`src/rtl/ddr_lane_delay_ctrl.sv`:
```
// DDR PHY IOD output-delay controller. It converts one tap request at a time into
// DIRECTION/MOVE/LOAD pulses for the selected lane and tracks the tap of every lane.
module ddr_lane_delay_ctrl #(
  parameter int NUM_LANES  = 8,
  parameter int LANE_IDX_W = 3,
  parameter int TAP_W      = 8,
  parameter int MAX_TAP    = 255,
  parameter int INIT_TAP   = 1,
  parameter int MOVE_GAP   = 2
) (
  input  logic                  fab_clk_i,
  input  logic                  arst_n_i,
  input  logic                  req_valid_i,
  output logic                  req_ready_o,
  input  logic [LANE_IDX_W-1:0] req_lane_i,
  input  logic [1:0]            req_mode_i,
  input  logic [TAP_W-1:0]      req_value_i,
  output logic                  done_o,
  output logic                  done_err_o,
  output logic                  busy_o,
  output logic [NUM_LANES-1:0]  delay_line_move_o,
  output logic [NUM_LANES-1:0]  delay_line_direction_o,
  output logic [NUM_LANES-1:0]  delay_line_load_o,
  input  logic [NUM_LANES-1:0]  delay_line_out_of_range_i,
  input  logic [LANE_IDX_W-1:0] tap_sel_i,
  output logic [TAP_W-1:0]      tap_value_o
);

  localparam logic [TAP_W-1:0] MAX_TAP_C  = TAP_W'(MAX_TAP);
  localparam logic [TAP_W-1:0] INIT_TAP_C = TAP_W'(INIT_TAP);
  localparam int               GAP_W      = (MOVE_GAP > 1) ? $clog2(MOVE_GAP) : 1;
  localparam logic [GAP_W-1:0] GAP_LAST_C = GAP_W'((MOVE_GAP > 0) ? (MOVE_GAP - 1) : 0);

  localparam logic [1:0] MODE_INC = 2'b00;
  localparam logic [1:0] MODE_DEC = 2'b01;
  localparam logic [1:0] MODE_ABS = 2'b10;

  typedef enum logic [2:0] {
    S_IDLE, S_SETUP, S_MOVE, S_CHECK, S_GAP, S_LOAD, S_FIN
  } state_e;

  function automatic logic [NUM_LANES-1:0] lane_onehot(input logic [LANE_IDX_W-1:0] lane);
    logic [NUM_LANES-1:0] oh;
    oh = '0;
    for (int i = 0; i < NUM_LANES; i++) oh[i] = (lane == LANE_IDX_W'(i));
    return oh;
  endfunction

  state_e                state_q, state_d;
  logic [LANE_IDX_W-1:0] lane_q, lane_d;
  logic                  dir_q, dir_d;
  logic [TAP_W-1:0]      steps_q, steps_d;
  logic                  err_q, err_d;
  logic [GAP_W-1:0]      gap_q, gap_d;
  logic [TAP_W-1:0]      tap_q [NUM_LANES];
  logic [TAP_W-1:0]      tap_d [NUM_LANES];

  logic [NUM_LANES-1:0]  move_q, load_q, line_dir_q;
  logic                  done_q, done_err_q, ready_q, busy_q;

  logic [TAP_W-1:0]      cur_tap_s, room_s, plan_steps_s;
  logic                  plan_dir_s, plan_err_s, lane_ok_s, oor_hit_s;
  logic [NUM_LANES-1:0]  lane_oh_s, lane_oh_d_s;

  assign lane_ok_s   = (32'(req_lane_i) < NUM_LANES);
  assign lane_oh_s   = lane_onehot(lane_q);
  assign lane_oh_d_s = lane_onehot(lane_d);
  assign oor_hit_s   = |(delay_line_out_of_range_i & lane_oh_s);

  // Current tap of the requested lane and readback mux (0 for lanes that do not exist)
  always_comb begin
    cur_tap_s   = '0;
    tap_value_o = '0;
    for (int i = 0; i < NUM_LANES; i++) begin
      cur_tap_s   |= (req_lane_i == LANE_IDX_W'(i)) ? tap_q[i] : '0;
      tap_value_o |= (tap_sel_i == LANE_IDX_W'(i)) ? tap_q[i] : '0;
    end
  end

  // Request planning: direction, clamped step count and clamp error
  always_comb begin
    plan_dir_s   = 1'b1;
    plan_steps_s = '0;
    plan_err_s   = 1'b0;
    room_s       = MAX_TAP_C - cur_tap_s;
    case (req_mode_i)
      MODE_INC: begin
        plan_dir_s = 1'b1;
        if (req_value_i > room_s) begin
          plan_steps_s = room_s;
          plan_err_s   = 1'b1;
        end else begin
          plan_steps_s = req_value_i;
        end
      end
      MODE_DEC: begin
        plan_dir_s = 1'b0;
        if (req_value_i > cur_tap_s) begin
          plan_steps_s = cur_tap_s;
          plan_err_s   = 1'b1;
        end else begin
          plan_steps_s = req_value_i;
        end
      end
      MODE_ABS: begin
        if (32'(req_value_i) > MAX_TAP) begin
          plan_err_s = 1'b1;
        end else if (req_value_i > cur_tap_s) begin
          plan_dir_s   = 1'b1;
          plan_steps_s = req_value_i - cur_tap_s;
        end else begin
          plan_dir_s   = 1'b0;
          plan_steps_s = cur_tap_s - req_value_i;
        end
      end
      default: begin
        plan_dir_s = 1'b1;
      end
    endcase
  end

  // Sequencer next state, step bookkeeping and tap tracking
  always_comb begin
    state_d = state_q;
    lane_d  = lane_q;
    dir_d   = dir_q;
    steps_d = steps_q;
    err_d   = err_q;
    gap_d   = gap_q;
    tap_d   = tap_q;
    case (state_q)
      S_IDLE: begin
        if (req_valid_i) begin
          lane_d  = req_lane_i;
          dir_d   = plan_dir_s;
          steps_d = plan_steps_s;
          err_d   = plan_err_s;
          gap_d   = '0;
          if (!lane_ok_s) begin
            err_d   = 1'b1;
            state_d = S_FIN;
          end else if (req_mode_i == 2'b11) begin
            state_d = S_LOAD;
          end else if (plan_steps_s == '0) begin
            state_d = S_FIN;
          end else begin
            state_d = S_SETUP;
          end
        end else begin
          state_d = S_IDLE;
        end
      end
      S_SETUP: state_d = S_MOVE;
      S_MOVE:  state_d = S_CHECK;
      S_CHECK: begin
        if (oor_hit_s) begin
          err_d   = 1'b1;
          state_d = S_FIN;
        end else begin
          for (int i = 0; i < NUM_LANES; i++) begin
            if (lane_oh_s[i]) begin
              tap_d[i] = dir_q ? (tap_q[i] + TAP_W'(1)) : (tap_q[i] - TAP_W'(1));
            end else begin
              tap_d[i] = tap_q[i];
            end
          end
          steps_d = steps_q - TAP_W'(1);
          if (steps_q == TAP_W'(1)) begin
            state_d = S_FIN;
          end else if (MOVE_GAP == 0) begin
            state_d = S_MOVE;
          end else begin
            gap_d   = '0;
            state_d = S_GAP;
          end
        end
      end
      S_GAP: begin
        if (gap_q == GAP_LAST_C) begin
          state_d = S_MOVE;
        end else begin
          gap_d = gap_q + GAP_W'(1);
        end
      end
      S_LOAD: begin
        for (int i = 0; i < NUM_LANES; i++) begin
          if (lane_oh_s[i]) begin
            tap_d[i] = INIT_TAP_C;
          end else begin
            tap_d[i] = tap_q[i];
          end
        end
        state_d = S_FIN;
      end
      S_FIN:   state_d = S_IDLE;
      default: state_d = S_IDLE;
    endcase
  end

  // State and outputs; pulses are decoded from the next state so they line up with it
  always_ff @(posedge fab_clk_i or negedge arst_n_i) begin
    if (!arst_n_i) begin
      state_q    <= S_IDLE;
      lane_q     <= '0;
      dir_q      <= 1'b0;
      steps_q    <= '0;
      err_q      <= 1'b0;
      gap_q      <= '0;
      for (int i = 0; i < NUM_LANES; i++) tap_q[i] <= INIT_TAP_C;
      move_q     <= '0;
      load_q     <= '0;
      line_dir_q <= '0;
      done_q     <= 1'b0;
      done_err_q <= 1'b0;
      ready_q    <= 1'b1;
      busy_q     <= 1'b0;
    end else begin
      state_q    <= state_d;
      lane_q     <= lane_d;
      dir_q      <= dir_d;
      steps_q    <= steps_d;
      err_q      <= err_d;
      gap_q      <= gap_d;
      tap_q      <= tap_d;
      move_q     <= (state_d == S_MOVE) ? lane_oh_d_s : '0;
      load_q     <= (state_d == S_LOAD) ? lane_oh_d_s : '0;
      if (state_d == S_SETUP) begin
        line_dir_q <= (line_dir_q & ~lane_oh_d_s) | (lane_oh_d_s & {NUM_LANES{dir_d}});
      end else begin
        line_dir_q <= line_dir_q;
      end
      done_q     <= (state_d == S_FIN);
      done_err_q <= (state_d == S_FIN) & err_d;
      ready_q    <= (state_d == S_IDLE);
      busy_q     <= (state_d != S_IDLE);
    end
  end

  assign req_ready_o            = ready_q;
  assign busy_o                 = busy_q;
  assign done_o                 = done_q;
  assign done_err_o             = done_err_q;
  assign delay_line_move_o      = move_q;
  assign delay_line_load_o      = load_q;
  assign delay_line_direction_o = line_dir_q;

endmodule

```
`config.mk`:
```
export PLATFORM = sky130hd
export DESIGN_NAME = ddr_lane_delay_ctrl
export DESIGN_NICKNAME = d
export VERILOG_FILES = /design/src/rtl/ddr_lane_delay_ctrl.sv
export SDC_FILE = /design/constraint.sdc
export NUM_CORES = 1
export LEC_CHECK = 0
export ABC_AREA = 1
export BUFFER_PORTS_ARGS = -buffer_cell sky130_fd_sc_hd__clkbuf_2
export CAP_MARGIN = 20
export CORE_UTILIZATION = 60
export DETAILED_ROUTE_END_ITERATION = 7
export PLACE_DENSITY = 0.85
export SKIP_LAST_GASP = 1
export SLEW_MARGIN = 20
export SYNTH_ARGS = -nofsm -noshare
export SYNTH_HDL_FRONTEND = slang
export SYNTH_SLANG_ARGS = --single-unit
```
`constraint.sdc`:
```
create_clock -name fab_clk_i -period 12.03 [get_ports fab_clk_i]
set_clock_uncertainty 0.2 [all_clocks]
set_input_delay 0.6015 -clock fab_clk_i [delete_from_list [all_inputs] [get_ports fab_clk_i]]
set_output_delay 0.6015 -clock fab_clk_i [all_outputs]
set_load 0.02 [all_outputs]
```
==> summary.md <==
| Metric | Value |
|---|---|
| Result of the run | `finished, final reports clean` |
| CTS tree | `yes` |
| Layout Cells excl Fill | `1,465` |
| Drt pass-1 iters | `6` |
| First-pass GRT wire length | `41,260 µm` |
| Post-synth EDFFs | `0` |
| Wirelength per Cell | `17.26 µm` |
| P&R area growth vs syn | `7.700%` |
| Die area | `15,530 µm²` |
| # hold bufs at CTS | `1` |
| Final #Nets | `1,387` |
| # H-tree levels | `3` |
| Clock root buffer | `clkbuf_16` |
| Unrepaired setup endpoints after global routing | `false` |
| Sequential-to-total area share from yosys stat | `0.3037` |
| Slew HR | `0.3356` |
| Worst endpoint data arrival time | `5.05 ns` |
| CP Launch Type | `input port` |
| Initial Util | `0.6182` |
| CORE AREA | `14,590 µm²` |
| Syn nets | `1,338` |
| Gates resized, CTS repair | `0` |
| CP Max Fanout | `33` |
| # rows | `44` |
| Post-CTS setup buffers | `0` |
| Critical path class | `input port to flop` |
| Fmax | `0.2016 GHz` |
| Setup WS pre-CTS | `6.831 ns` |
| I/O pins | `63` |
| Wl on met1 | `10,960 µm` |
| Vias/cell | `5.904` |
| Worst Tran Pin Value | `0.9965 ns` |
| Routability congestion estimate | `0.9936` |
| Placed cells | `1,448` |
| Die span in x | `124.6 µm` |
| Ys Warns | `0` |
| Clock slew seen by the registers of the worst setup and hold paths | `0.08 ns` |
| Clk sinks | `109` |
| Post-synth top flop | `dfrtp_1` |
| Peak supply drop | `0.0002519 V` |
| DR WL met3 | `1777 µm` |
| WP data required | `12.12 ns` |
| Die Height | `124.6 µm` |
| Final Cell Area | `9713 µm²` |
| Vias in the first global route | `8,101` |
| Vias after detailed routing | `8,650` |
| Final Setup Violations | `0` |
| Setup TNS | `0 ns` |
| Hold Vio Cnt, Final | `0` |
| Gr usage total | `0.3340` |
| Setup crit end kind | `flop` |
| Routed WL | `25,280 µm` |
| Metal2 WL | `11,630 µm` |
| PD cells | `286.1 nW/µm²` |
| Flops & latches, synth | `109` |
| Fillers | `1,249` |
| Mapped Cells | `1,227` |
| Core Util, Final | `0.6658` |
| Synth cell types | `47` |
| Clock period minus worst slack | `4.960 ns` |
| Syn avg cell area | `7.350 µm²` |
| Design Power | `2.779 mW` |
| Min-Delay Path Class | `flop to flop` |
| First DRT Iteration DRCs | `879` |
| Final Max Tran Viols | `0` |
| Routed Antenna Nets | `0` |
| PortBufs | `62` |
| Largest net degree at the start of global routing | `79` |
| Min Hold Slack | `0.2729 ns` |
| Share of cells above drive strength 1 | `0.1062` |
| DRC | `0` |
| GR Overflow Total | `0` |
| Cts bufs inserted | `9` |
| Max cap viols | `0` |
| Worst-Skew Late Latency | `0.37 ns` |
| Post-synthesis async set-or-reset flop share | `1.000` |
| Placed Instance Area | `9405 µm²` |
| Final Cycle Share | `0.4123` |
| HPWL Detailed | `19,290 µm` |
| Diodes inserted | `0` |
| P_leak | `5.092 nW` |
| Initial antenna violation count | `0` |
| Final worst setup slack | `7.070 ns` |
| CTS Buffer Depth | `2` |
| Synth Cell Area | `9019 µm²` |
| Max Used Layer | `met4` |
[synthesized netlist by cell type, types with 8 or more instances]
master    number  area, µm²
buf_2         11      55.05
ha_1          74      925.9
nand3_1       82      410.4
nand2_1      238      893.4
nand4_1       46      287.8
nor2_1       124      465.5
o21ai_1       12      60.06
nor3_1        15      75.07
dfrtp_1      100       2502
o21ai_0       41      205.2
inv_1        172      645.6
a21oi_1       66      330.3
fa_1          10      200.2
inv_2          9      33.78
xnor2_1       20      175.2
xor2_1        37      324.1
nor2_2        11      68.82
dfstp_2        9      236.5
o22ai_1       55      344.1
o21bai_1       8      60.06
[cell families after synthesis]
family | after synthesis | synth area share
compound gates | 219 | 0.1473
xor+xnor | 57 | 0.05536
fa+ha+maj | 84 | 0.1249
buf+inv | 213 | 0.09725
flops | 109 | 0.3037
simple gates | 545 | 0.2715
[area by class of cell]
cell class | instances | area [µm²] | share of cell area
Multi-Input combinational cell | 905 | 5403 | 0.5562
Sequential cell | 109 | 2739 | 0.2820
Inverter | 184 | 690.7 | 0.07111
Timing Repair Buffer | 67 | 352.8 | 0.03633
Clock buffer | 10 | 239.0 | 0.02460
Tap cell | 184 | 230.2 | 0.02370
Clock inverter | 6 | 58.81 | 0.006054
[cell usage in the layout (no fill, tap or decap), types with 4 or more instances in the layout]
master and n:
o22ai_1 55, o221ai_1 7, nor2_1 124, dfstp_2 9, inv_1 171, o21ai_0 41, inv_2 10, clkbuf_2 61
nor2_4 4, nor2_2 11, a21oi_1 66, o21ai_1 12, nand2_2 6, xor2_1 37, nand4_1 46, nor3_1 15
nand2_1 238, dfrtp_1 100, clkbuf_16 9, o21bai_1 8, nand3_1 82, a22o_1 4, a2111o_1 7, or2_2 6
fa_1 10, xnor2_1 20, and2_1 5, buf_4 5, a21o_1 5, ha_1 74
[worst max-delay path: stages]
cell,delay (ns)
clkbuf_2,0.53
inv_1,0.37
nand3_1,0.23
nor2_1,0.07
nor2_1,0.10
nand3_1,0.08
nor2_2,0.25
inv_1,0.11
ha_1,0.49
inv_2,0.11
a21oi_1,0.17
nor2_1,0.06
nor2_1,0.11
nand2_1,0.27
nand2_1,0.24
nand2_1,0.07
nand2_1,0.06
nor2_1,0.04
nor2_1,0.17
nand2_1,0.13
nor2_4,0.16
nand3_2,0.11
nand2_4,0.14
nand3_2,0.17
nor2_1,0.18
[report_power, final]
group          internal [mW]  switching [mW]
combinational          0.686            1.09
sequential             0.524           0.167
clock                  0.152           0.156
total                   1.36            1.42
[registers in the layout, summed over array words and instances, names as in the netlist, 3 cells and up, named ones only]
| name | cells |
|---|---|
| steps_q | 8 |
| state_q | 3 |
| delay_line_load_o | 8 |
| tap_q | 64 |
| delay_line_move_o | 8 |
| lane_q | 3 |
[worst paths after layout]
check	start	endpoint	slack, ns	depth (start not counted)
min in group asynchronous	arst_n_i	tap_q[13]$_DFFE_PN0P_	0.50	2
max in group asynchronous	arst_n_i	state_q[1]$_DFF_PN0_	9.78	3
min	flop	flop	0.27	2
min reg2reg	flop	flop	0.27	2
max reg2reg	tap_q[21]$_DFFE_PN0P_	delay_line_load_o[1]$_DFF_PN0_	7.92	23
max	req_lane_i[1]	delay_line_load_o[1]$_DFF_PN0_	7.07	25
[metal layers]
layer / vias up / global-route usage
met5: - / 0
met4: 0 / 0.1368
met3: 62 / 0.05627
met2: 313 / 0.5275
met1: 4071 / 0.4549
li1: 4204 / -
Power figures use the tool's default switching activity.
